## src/rtl/mem_arb_pkg.sv

```systemverilog
// Shared types for the IF/MEM unified-memory arbiter: FSM states and store-size codes
// (also used by DMEM and control).
package mem_arb_pkg;

    typedef enum logic [1:0] {
        IDLE   = 2'd0,
        IF_ACC = 2'd1,
        DM_ACC = 2'd2,
        RESP   = 2'd3
    } arb_state_t;

    localparam logic [1:0] WSEL_BYTE = 2'b00;
    localparam logic [1:0] WSEL_HALF = 2'b01;
    localparam logic [1:0] WSEL_WORD = 2'b10;

endpackage

```

## src/rtl/mem_arb_if.sv

```systemverilog
// Bundle of fetch, data and memory-macro signals around the arbiter.
// The slave view is the arbiter; the master view is the datapath plus the memory.
interface mem_arb_if #(
    parameter int unsigned DATA_WIDTH = 32,
    parameter int unsigned ADDR_WIDTH = 32
);
    logic                  if_req;
    logic [ADDR_WIDTH-1:0] if_addr;
    logic                  if_kill;
    logic                  if_valid;
    logic [DATA_WIDTH-1:0] if_rdata;

    logic                  dm_req;
    logic                  dm_we;
    logic [1:0]            dm_wsel;
    logic [ADDR_WIDTH-1:0] dm_addr;
    logic [DATA_WIDTH-1:0] dm_wdata;
    logic                  dm_valid;
    logic [DATA_WIDTH-1:0] dm_rdata;

    logic                  mem_req;
    logic                  mem_we;
    logic [1:0]            mem_wsel;
    logic [ADDR_WIDTH-1:0] mem_addr;
    logic [DATA_WIDTH-1:0] mem_wdata;
    logic [DATA_WIDTH-1:0] mem_rdata;

    logic                  stall_if;
    logic                  stall_mem;

    modport slave (
        input  if_req, if_addr, if_kill,
        input  dm_req, dm_we, dm_wsel, dm_addr, dm_wdata,
        input  mem_rdata,
        output if_valid, if_rdata, dm_valid, dm_rdata,
        output mem_req, mem_we, mem_wsel, mem_addr, mem_wdata,
        output stall_if, stall_mem
    );

    modport master (
        output if_req, if_addr, if_kill,
        output dm_req, dm_we, dm_wsel, dm_addr, dm_wdata,
        output mem_rdata,
        input  if_valid, if_rdata, dm_valid, dm_rdata,
        input  mem_req, mem_we, mem_wsel, mem_addr, mem_wdata,
        input  stall_if, stall_mem
    );

endinterface

```

## src/rtl/mem_arbiter.sv

```systemverilog
// Shares one fixed-latency single-port memory between instruction fetch and load/store,
// with alternating priority on collisions and pipeline stall generation.
module mem_arbiter #(
    parameter int unsigned DATA_WIDTH  = 32,
    parameter int unsigned ADDR_WIDTH  = 32,
    parameter int unsigned MEM_LATENCY = 2
) (
    input  logic          clk,
    input  logic          rst,
    mem_arb_if.slave      bus
);
    import mem_arb_pkg::*;

    localparam int unsigned CNT_W = $clog2(MEM_LATENCY + 1);

    arb_state_t            state_q, state_d;
    logic [CNT_W-1:0]      cnt_q, cnt_d;
    logic                  last_dm_q, last_dm_d;
    logic                  kill_pend_q, kill_pend_d;
    logic                  mem_req_q, mem_req_d;
    logic                  mem_we_q, mem_we_d;
    logic [1:0]            mem_wsel_q, mem_wsel_d;
    logic [ADDR_WIDTH-1:0] mem_addr_q, mem_addr_d;
    logic [DATA_WIDTH-1:0] mem_wdata_q, mem_wdata_d;
    logic                  if_valid_q, if_valid_d;
    logic [DATA_WIDTH-1:0] if_rdata_q, if_rdata_d;
    logic                  dm_valid_q, dm_valid_d;
    logic [DATA_WIDTH-1:0] dm_rdata_q, dm_rdata_d;
    logic                  if_ok;
    logic                  grant_dm;
    logic                  grant_if;

    // Collision priority flips after every data grant so streams of stores cannot starve fetch.
    always_comb begin
        if_ok    = bus.if_req & ~bus.if_kill;
        grant_dm = bus.dm_req & (~if_ok | ~last_dm_q);
        grant_if = if_ok & ~grant_dm;
    end

    always_comb begin
        state_d     = state_q;
        cnt_d       = cnt_q;
        last_dm_d   = last_dm_q;
        kill_pend_d = kill_pend_q;
        mem_req_d   = mem_req_q;
        mem_we_d    = mem_we_q;
        mem_wsel_d  = mem_wsel_q;
        mem_addr_d  = mem_addr_q;
        mem_wdata_d = mem_wdata_q;
        if_valid_d  = 1'b0;
        if_rdata_d  = if_rdata_q;
        dm_valid_d  = 1'b0;
        dm_rdata_d  = dm_rdata_q;

        unique case (state_q)
            IDLE, RESP: begin
                state_d   = IDLE;
                mem_req_d = 1'b0;
                if (grant_dm) begin
                    state_d     = DM_ACC;
                    mem_req_d   = 1'b1;
                    mem_we_d    = bus.dm_we;
                    mem_wsel_d  = bus.dm_wsel;
                    mem_addr_d  = bus.dm_addr;
                    mem_wdata_d = bus.dm_wdata;
                    cnt_d       = CNT_W'(MEM_LATENCY - 1);
                    last_dm_d   = 1'b1;
                end else if (grant_if) begin
                    state_d     = IF_ACC;
                    mem_req_d   = 1'b1;
                    mem_we_d    = 1'b0;
                    mem_wsel_d  = WSEL_WORD;
                    mem_addr_d  = bus.if_addr;
                    mem_wdata_d = '0;
                    cnt_d       = CNT_W'(MEM_LATENCY - 1);
                    last_dm_d   = 1'b0;
                end
            end
            IF_ACC, DM_ACC: begin
                // The memory cannot abort, so a redirect only marks the fetch as discarded.
                if (state_q == IF_ACC && bus.if_kill) begin
                    kill_pend_d = 1'b1;
                end
                if (cnt_q == '0) begin
                    state_d   = RESP;
                    mem_req_d = 1'b0;
                    if (state_q == IF_ACC) begin
                        kill_pend_d = 1'b0;
                        if (!(kill_pend_q | bus.if_kill)) begin
                            if_valid_d = 1'b1;
                            if_rdata_d = bus.mem_rdata;
                        end
                    end else begin
                        dm_valid_d = 1'b1;
                        if (!mem_we_q) begin
                            dm_rdata_d = bus.mem_rdata;
                        end
                    end
                end else begin
                    cnt_d = cnt_q - CNT_W'(1);
                end
            end
            default: state_d = IDLE;
        endcase
    end

    always_ff @(posedge clk or negedge rst) begin
        if (!rst) begin
            state_q     <= IDLE;
            cnt_q       <= '0;
            last_dm_q   <= 1'b0;
            kill_pend_q <= 1'b0;
            mem_req_q   <= 1'b0;
            mem_we_q    <= 1'b0;
            mem_wsel_q  <= 2'b00;
            mem_addr_q  <= '0;
            mem_wdata_q <= '0;
            if_valid_q  <= 1'b0;
            if_rdata_q  <= '0;
            dm_valid_q  <= 1'b0;
            dm_rdata_q  <= '0;
        end else begin
            state_q     <= state_d;
            cnt_q       <= cnt_d;
            last_dm_q   <= last_dm_d;
            kill_pend_q <= kill_pend_d;
            mem_req_q   <= mem_req_d;
            mem_we_q    <= mem_we_d;
            mem_wsel_q  <= mem_wsel_d;
            mem_addr_q  <= mem_addr_d;
            mem_wdata_q <= mem_wdata_d;
            if_valid_q  <= if_valid_d;
            if_rdata_q  <= if_rdata_d;
            dm_valid_q  <= dm_valid_d;
            dm_rdata_q  <= dm_rdata_d;
        end
    end

    assign bus.if_valid  = if_valid_q;
    assign bus.if_rdata  = if_rdata_q;
    assign bus.dm_valid  = dm_valid_q;
    assign bus.dm_rdata  = dm_rdata_q;
    assign bus.mem_req   = mem_req_q;
    assign bus.mem_we    = mem_we_q;
    assign bus.mem_wsel  = mem_wsel_q;
    assign bus.mem_addr  = mem_addr_q;
    assign bus.mem_wdata = mem_wdata_q;

    // Stalls are combinational so the pipeline freezes in the same cycle a request appears.
    assign bus.stall_if  = bus.if_req & ~if_valid_q;
    assign bus.stall_mem = bus.dm_req & ~dm_valid_q;

endmodule

```

## src/flat_wrapper.sv

```systemverilog
// flat-port wrapper written by rule: the top's interface ports become plain ports
module mem_arbiter_flat import mem_arb_pkg::*;
#(
    parameter int unsigned DATA_WIDTH  = 32,
    parameter int unsigned ADDR_WIDTH  = 32,
    parameter int unsigned MEM_LATENCY = 2
)
  (clk, rst, bus_if_req, bus_if_addr, bus_if_kill, bus_dm_req, bus_dm_we, bus_dm_wsel, bus_dm_addr, bus_dm_wdata, bus_mem_rdata, bus_if_valid, bus_if_rdata, bus_dm_valid, bus_dm_rdata, bus_mem_req, bus_mem_we, bus_mem_wsel, bus_mem_addr, bus_mem_wdata, bus_stall_if, bus_stall_mem);
  mem_arb_if #(.DATA_WIDTH(DATA_WIDTH), .ADDR_WIDTH(ADDR_WIDTH)) bus_i ();
  input  logic clk;
  input  logic rst;
  input wire logic [$bits(bus_i.if_req)-1:0] bus_if_req;
  input wire logic [$bits(bus_i.if_addr)-1:0] bus_if_addr;
  input wire logic [$bits(bus_i.if_kill)-1:0] bus_if_kill;
  input wire logic [$bits(bus_i.dm_req)-1:0] bus_dm_req;
  input wire logic [$bits(bus_i.dm_we)-1:0] bus_dm_we;
  input wire logic [$bits(bus_i.dm_wsel)-1:0] bus_dm_wsel;
  input wire logic [$bits(bus_i.dm_addr)-1:0] bus_dm_addr;
  input wire logic [$bits(bus_i.dm_wdata)-1:0] bus_dm_wdata;
  input wire logic [$bits(bus_i.mem_rdata)-1:0] bus_mem_rdata;
  output wire logic [$bits(bus_i.if_valid)-1:0] bus_if_valid;
  output wire logic [$bits(bus_i.if_rdata)-1:0] bus_if_rdata;
  output wire logic [$bits(bus_i.dm_valid)-1:0] bus_dm_valid;
  output wire logic [$bits(bus_i.dm_rdata)-1:0] bus_dm_rdata;
  output wire logic [$bits(bus_i.mem_req)-1:0] bus_mem_req;
  output wire logic [$bits(bus_i.mem_we)-1:0] bus_mem_we;
  output wire logic [$bits(bus_i.mem_wsel)-1:0] bus_mem_wsel;
  output wire logic [$bits(bus_i.mem_addr)-1:0] bus_mem_addr;
  output wire logic [$bits(bus_i.mem_wdata)-1:0] bus_mem_wdata;
  output wire logic [$bits(bus_i.stall_if)-1:0] bus_stall_if;
  output wire logic [$bits(bus_i.stall_mem)-1:0] bus_stall_mem;
  assign bus_i.if_req = bus_if_req;
  assign bus_i.if_addr = bus_if_addr;
  assign bus_i.if_kill = bus_if_kill;
  assign bus_i.dm_req = bus_dm_req;
  assign bus_i.dm_we = bus_dm_we;
  assign bus_i.dm_wsel = bus_dm_wsel;
  assign bus_i.dm_addr = bus_dm_addr;
  assign bus_i.dm_wdata = bus_dm_wdata;
  assign bus_i.mem_rdata = bus_mem_rdata;
  assign bus_if_valid = bus_i.if_valid;
  assign bus_if_rdata = bus_i.if_rdata;
  assign bus_dm_valid = bus_i.dm_valid;
  assign bus_dm_rdata = bus_i.dm_rdata;
  assign bus_mem_req = bus_i.mem_req;
  assign bus_mem_we = bus_i.mem_we;
  assign bus_mem_wsel = bus_i.mem_wsel;
  assign bus_mem_addr = bus_i.mem_addr;
  assign bus_mem_wdata = bus_i.mem_wdata;
  assign bus_stall_if = bus_i.stall_if;
  assign bus_stall_mem = bus_i.stall_mem;
  mem_arbiter #(.DATA_WIDTH(DATA_WIDTH), .ADDR_WIDTH(ADDR_WIDTH), .MEM_LATENCY(MEM_LATENCY)) u_core (.clk(clk), .rst(rst), .bus(bus_i));
endmodule
```

## config.mk

```make
export PLATFORM = sky130hd
export DESIGN_NAME = mem_arbiter_flat
export DESIGN_NICKNAME = d
export VERILOG_FILES = /design/src/rtl/mem_arb_pkg.sv /design/src/rtl/mem_arb_if.sv /design/src/rtl/mem_arbiter.sv /design/src/flat_wrapper.sv
export SDC_FILE = /design/constraint.sdc
export NUM_CORES = 1
export LEC_CHECK = 0
export BUFFER_PORTS_ARGS = -buffer_cell sky130_fd_sc_hd__buf_2
export CAP_MARGIN = 10
export CORE_MARGIN = 5
export CORE_UTILIZATION = 35
export CTS_CLUSTER_SIZE = 20
export DETAILED_ROUTE_END_ITERATION = 10
export PLACE_DENSITY_LB_ADDON = 0.3
export SLEW_MARGIN = 20
export SYNTH_ARGS = -nofsm -noshare
export SYNTH_HDL_FRONTEND = slang
export SYNTH_SLANG_ARGS = --single-unit
```

## constraint.sdc

```tcl
create_clock -name clk -period 5.32 [get_ports clk]
set_input_delay 0.532 -clock clk [delete_from_list [all_inputs] [get_ports clk]]
set_output_delay 0.532 -clock clk [all_outputs]
set_load 0.05 [all_outputs]
```

Word level (Yosys, flattened, before mapping)
Index checks and enable logic that the tools add are counted.
- register bits after elaboration: 140
- input port bits: 136
- logic and storage cells: 77
- $add $sub $neg: 1
- eq/ne operators: 6
- mux-type cells: 31
- bitwise gates (word level): 16
- reduce and logical (&&, ||, !) cells: 10
- operators with widths (operator ; number):
    $mux W32 ; 4
    $mux W1 ; 17
    $mux W2 ; 7
    $not A1 Y1 ; 9
    $pmux W2 S2 ; 2
    $reduce_and A4 Y1 ; 2
    $and A1 B1 Y1 ; 5
    $eq A2 B2 Y1 const B ; 2
    $logic_not A2 Y1 ; 2
    $reduce_and A2 Y1 ; 2
    $reduce_or A2 Y1 ; 2
    $ne A3 B1 Y1 const B ; 1
    $eq A2 B1 Y1 const B ; 1
    $ne A2 B1 Y1 const B ; 1
    $ne A2 B2 Y1 const B ; 1
    $or A1 B1 Y1 ; 2
    $pmux W1 S2 ; 1
    $reduce_bool A2 Y1 ; 1
    $sub A2 B1 Y2 const B ; 1
    $logic_and A1 B1 Y1 ; 1

Logic depth before layout (Yosys ltp)
Gate-level depths: netlist (run 1).
- depth in word-level cells: 10
- depth in mapped cells: 6
- mapped depth without buffers: 5

Least setup slack after synthesis (run 1)
OpenSTA, ideal clock, no wires.
- path type: input to output
- start: in bus_dm_req
- end: out bus_stall_mem
- data arrival time: 1.792 ns
- path slack: 2.996 ns
- cell stages on the path: 5
- path buffers: 3
- cell sequence: buf_2 > buf_2 > buf_2 > inv_1 > nor2_1
- longest elaborated chain between the ends: 1
- RTL lines (what ; RTL line ; text):
    from (decl) ; flat_wrapper.sv:15 ; input wire logic [$bits(bus_i.dm_req)-1:0] bus_dm_req;
    $and A1 B1 Y1 ; mem_arbiter.sv:151 ; assign bus.stall_mem = bus.dm_req & ~dm_valid_q;
    to (decl) ; flat_wrapper.sv:31 ; output wire logic [$bits(bus_i.stall_mem)-1:0] bus_stall_mem;
No other way between the ends.

Final worst setup path (run 1)
Ends and elaborated chain as after synthesis.

==> flow_summary.json, run 1 <==
{
  "grt_pass1_vias": 5052,
  "max_freq_mhz": 412,
  "coreArea_mm2": 0.0166,
  "synth_top_area_share_pct": 59.4,
  "ys_async_sr_fraction_pct": 100,
  "first_pass_iters": 4,
  "dp_cells": 901,
  "rsz0062_at_grt": "no",
  "areaGrowthSynthToFinish_pct": 35.6,
  "die_w_um": 140,
  "dp_hpwl_um": 12100,
  "maxCapViolCount": 0,
  "finalHoldViolCount": 0,
  "endpoint_kind": "output pin",
  "synth_seq_area_share_pct": 59.4,
  "setup_viol": 0,
  "io_pins": 272,
  "syn_area_per_cell_um2": 13.3,
  "post_cts_resized": 0,
  "min_period_ns": 2.42,
  "cts.sink_count": 140,
  "antenna_found_initial": 0,
  "path_common_cell": "buf_2",
  "place_area_mm2": 0.00739,
  "worstPathRequired_ns": 4.79,
  "netlist_area_mm2": 0.00590,
  "post_cts_buffers": 0,
  "critPathSlowestCell": "buf_4",
  "finalCritPeriodShare_pct": 45.6,
  "tightest_slew_ns": 1.10,
  "final-max-slew-violation-count": 0,
  "synthCells": 445,
  "status": "complete, no violations",
  "stdcell_count": 935,
  "crit_fanout": 101,
  "rows": 47,
  "r2r_start": "u_core.state_q[1]$_DFFE_PN0P_",
  "leakage_uw": 0.00398,
  "slowest_delay_ns": 0.65,
  "synth_cell_types": 31,
  "synth_common_cells": "140 x dfrtp_1, 62 x mux2_2, 35 x nand2_1",
  "clk_latency_ns": 0.42,
  "ys_ff_latch": 140,
  "path_clk_slew_ns": 0.06,
  "vias": 4741,
  "dieArea_mm2": 0.0195,
  "grt.total_usage_pct": 17.4,
  "finalSetupTns_ns": 0,
  "hold_buffers": 0,
  "root_buffer": "clkbuf_16",
  "grt_pass1_wl_um": 27400,
  "cp-startpoint": "bus_dm_req",
  "drt_iter0_drc": 165,
  "final_nets": 839,
  "drcViolationCount": 0,
  "antenna_left": 0,
  "ys.flop_type": "dfrtp_1",
  "path_cells": "buf_2 -> buf_4 -> inv_1 -> nor2_1 -> buf_2",
  "synth.area.top_cells": "dfrtp_1 59%, mux2_2 12%, a22o_1 5.0%",
  "tritoncts": "built",
  "hp-class": "input pin to async pin",
  "viasPerCell": 5.07,
  "startpoint_type": "input pin",
  "wire_per_inst_um": 18.4,
  "critPathKind": "input pin to output pin",
  "skew_ns": 0.00745,
  "cts_buffers": 17,
  "cts_max_level": 4,
  "slew_headroom_pct": 26.5,
  "power_density_mw_per_mm2": 802,
  "initial_core_util_pct": 35.6,
  "synth-edff-count": 0,
  "synthesis.nets": 583,
  "portBuffers": 271,
  "routed_wl_um": 17200,
  "arrival_ns": 1.89,
  "vdd_drop_max_uv": 394,
  "yosys_warnings": 0,
  "die_y_um": 140,
  "yosys.area.top_type": "dfrtp_1",
  "final_core_util_pct": 48.2,
  "gp_congestion": 0.881,
  "clk_path_buf_depth": 2,
  "grt_max_degree": 102,
  "grt_overflow": 0,
  "post-route-cell-area_mm2": 0.00800,
  "drive_above_1_share_pct": 52.9,
  "synth.most_common_cell": "dfrtp_1"
}
==> logic make-up after synthesis <==
family | count (synthesis) | synth area share [%]
buf+inv | 47 | 3.84
simple gates | 51 | 4.22
compound gates | 140 | 19.7
xor+xnor | 1 | 0.149
mux | 64 | 12.2
fa+ha+maj | 2 | 0.424
flops | 140 | 59.4
==> where the power goes <==
part	leakage (uW)	internal, uW	switching (uW)
Combinational	0.00197	967	2450
Clock	0.000284	702	483
Sequential	0.00173	1550	259
==> worst max-delay path, delay by kind of cell <==
family	cells	cell delay, ns
simple gates	1	0.13
buf+inv	4	1.18
==> cells in the final DEF (no fill, tap or decap), drive strengths merged, types with 2 or more instances in the layout <==
master / synthesis / final
nor2b: 3 / 3
nor2: 5 / 5
o221ai: 32 / 32
clkinv: 0 / 4
nor3: 2 / 2
a22o: 34 / 34
ha: 2 / 2
a21boi: 32 / 32
clkbuf: 17 / 19
buf: 26 / 280
mux2: 64 / 64
dfrtp: 140 / 140
bufinv: 0 / 2
nand2: 35 / 35
a21oi: 3 / 3
o22a: 33 / 33
inv: 4 / 10
o21ai: 3 / 3
==> per-layer routing <==
layer	vias up	wire, um	track usage, %
met1	2317	7030	21.2
li1	2186	-	-
met4	0	297	6.12
met5	-	0	0
met3	24	1550	6.35
met2	214	8300	28.4
==> path summary, 6_finish.rpt <==
kind                                                              to  slack, ns  cells after the start
worst max-delay path                                   bus_stall_mem       2.90                      5
worst min-delay path             u_core.bus.mem_wdata[8]$_DFFE_PN0P_       0.16                      1
worst max register to register    u_core.bus.mem_addr[3]$_DFFE_PN0P_       2.96                      6
worst min register to register        u_core.bus.mem_req$_DFFE_PN0P_       0.47                      2
max in group asynchronous         u_core.bus.mem_addr[3]$_DFFE_PN0P_       3.91                      2
min in group clk                u_core.bus.mem_wdata[26]$_DFFE_PN0P_       0.32                      2
==> state kept, by name, indices dropped and copies added (netlist names), 2 cells and up <==
signal / count
u_core.bus.mem_wdata: 32
u_core.cnt_q: 2
u_core.bus.if_rdata: 32
u_core.bus.mem_wsel: 2
u_core.state_q: 2
u_core.bus.mem_addr: 32
u_core.bus.dm_rdata: 32
==> per-stage QoR <==
step / hold slack [ns] / power [uW] / setup slack, ns
3_5_place_dp: 0.466 / 5270 / 2.37
2_1_floorplan: 0.236 / 4430 / 3.00
4_1_cts: 0.204 / 6480 / 2.77
6_report: 0.164 / 6420 / 2.90
5_1_grt: 0.247 / 6740 / 2.81
3_3_place_gp: 0.467 / 5190 / 2.33
==> layout make-up <==
type	count	area [um2]
Clock inverter	13	155
Tap cell	220	275
Timing Repair Buffer	280	1440
Antenna cell	1	2.50
Sequential cell	140	3500
Clock buffer	19	433
Fill cell	1567	8580
Multi-Input combinational cell	258	2180
Inverter	4	15.0
(Power assumes the default switching activity.)
==> run 2: changes to the inputs <==
- clock period: 5.32 -> 2 ns (I/O delays scaled with it)
==> run 2 against run 1 <==
Clock skew is 0.0020 ns lower. Non-clock buffer count is 33 higher. Hold slack worse by 0.15 ns. Power grew to 2.7 times the previous value. Critical path type is now flip-flop to flip-flop. Count of clock-buffer cells in the layout is 2 lower. Wire length is 4.2% higher. Cell count is 3.4% higher. Largest cell class unchanged.
==> flow_summary.json, run 2 (same netlist as run 1, synthesis figures left out) <==
{
  "finalSetupTns_ns": 0,
  "cts.sink_count": 140,
  "coreArea_mm2": 0.0166,
  "slew_headroom_pct": 64.7,
  "dp_hpwl_um": 12700,
  "startpoint_type": "flip-flop",
  "critPathKind": "flip-flop to flip-flop",
  "vias": 4954,
  "rows": 47,
  "post-route-cell-area_mm2": 0.00833,
  "multi_input_area_mm2": 0.00219,
  "final_nets": 872,
  "portBuffers": 271,
  "tightest_slew_ns": 0.529,
  "min_period_ns": 1.87,
  "rsz0062_at_grt": "no",
  "grt_pass1_vias": 5500,
  "vdd_drop_max_uv": 1190,
  "first_pass_iters": 4,
  "drive_above_1_share_pct": 52.1,
  "initial_core_util_pct": 35.6,
  "final_cell_mix": "270 x buf_2, 140 x dfrtp_1, 62 x mux2_2",
  "drcViolationCount": 0,
  "areaGrowthSynthToFinish_pct": 41.2,
  "skew_ns": 0.00549,
  "cts_buffers": 17,
  "root_buffer": "clkbuf_16",
  "clk_path_buf_depth": 2,
  "place_area_mm2": 0.00752,
  "antennaDiodeCount": 0,
  "final-max-slew-violation-count": 0,
  "setup_viol": 0,
  "status": "complete, no violations",
  "maxCapViolCount": 0,
  "power_density_mw_per_mm2": 2050,
  "die_w_um": 140,
  "finalCritPeriodShare_pct": 93.5,
  "leakage_uw": 0.00413,
  "crit_fanout": 33,
  "worstPathRequired_ns": 2.29,
  "layout_commonest_cell": "buf_2",
  "arrival_ns": 2.16,
  "antenna_found_initial": 0,
  "grt_max_degree": 89,
  "num-fill-cells": 1525,
  "die_y_um": 140,
  "grt.total_usage_pct": 18.1,
  "tritoncts": "built",
  "dp_slack_ns": 0.0771,
  "io_pins": 272,
  "endpoint_kind": "flip-flop",
  "path_clk_slew_ns": 0.07,
  "grt_pass1_wl_um": 28600,
  "antenna_left": 0,
  "wire_per_inst_um": 18.5,
  "gp_congestion": 0.949,
  "viasPerCell": 5.12,
  "finalHoldViolCount": 0,
  "clk_latency_ns": 0.41,
  "routed_wl_um": 17900,
  "grt_overflow": 0,
  "dieArea_mm2": 0.0195,
  "hp-class": "input pin to flip-flop",
  "regArea_mm2": 0.00350,
  "max_freq_mhz": 535,
  "drt_iter0_drc": 120,
  "layout_setup_ws_ns": 0.130,
  "cts_max_level": 4,
  "final_core_util_pct": 50.2
}
-- run 2: cell types whose count changed in the layout (fill, tap and decap cells not counted), sizes merged --
cell,change
bufinv,-2
inv,+3
buf,+9
clkbuf,-2
dlygate4sd3,+24
diode,-1
clkinvlp,+1
-- run 2: stage by stage --
step	hold slack (ns)	instances	total power, uW
final	0.0173	967	17100
after global routing	0.00612	967	17900
after CTS	0.0000172	967	17200
after detailed placement	0.205	911	14100
after global placement	0.195	911	13900
after floorplan	-0.0956	445	11800
-- run 2: worst paths after layout --
check,startpoint,endpoint,slack (ns),cells after the start
worst max-delay path,u_core.state_q[1]$_DFFE_PN0P_,u_core.bus.if_rdata[0]$_DFFE_PN0P_,0.13,6
worst min-delay path,bus_dm_wdata[0],u_core.bus.mem_wdata[0]$_DFFE_PN0P_,0.02,2
worst max register to register,u_core.state_q[1]$_DFFE_PN0P_,u_core.bus.if_rdata[0]$_DFFE_PN0P_,0.13,6
worst min register to register,u_core.bus.mem_req$_DFFE_PN0P_,u_core.bus.mem_req$_DFFE_PN0P_,0.50,2
max in group asynchronous,rst,u_core.bus.if_rdata[18]$_DFFE_PN0P_,1.04,3
min in group asynchronous,rst,u_core.bus.mem_wdata[5]$_DFFE_PN0P_,0.33,2
-- run 2: power by group --
group	internal, uW	total [uW]	switching [uW]
logic	2700	9260	6560
registers	4140	4860	725
clock network	1630	2960	1320
total	8470	17100	8610
-- run 2: cell type report --
cell class	count	share of cell area (%)
tap	220	3.31
timing repair buffer	313	21.5
inverter	4	0.180
clock inverter	15	1.55
clock buffer	17	5.11
multi-input combinational	258	26.3
sequential	140	42.1
-- run 2: critical path, cell delays in order (launching register included) --
cell      delay [ns]
dfrtp_1         0.39
inv_1           0.09
ha_4            0.20
nand2b_4        0.16
nor4b_4         0.27
buf_12          0.25
mux2_2          0.37
-- run 2: what timing repair did --
action / 4_1_cts / 5_1_grt
buffers inserted: 0 / 0
gates resized for setup: 0 / 2
endpoints found under the hold margin: 72 / 0
endpoints found under the setup margin: 0 / 34
hold buffers: 24 / 0
-- run 2: metal layers --
metal | global-route usage (%) | up-vias | share of wire (%)
li1 | - | 2265 | -
met1 | 21.4 | 2446 | 41
met2 | 31.3 | 228 | 50
met3 | 6.24 | 15 | 8.4
met4 | 5.30 | 0 | 1.3
met5 | 0 | - | 0
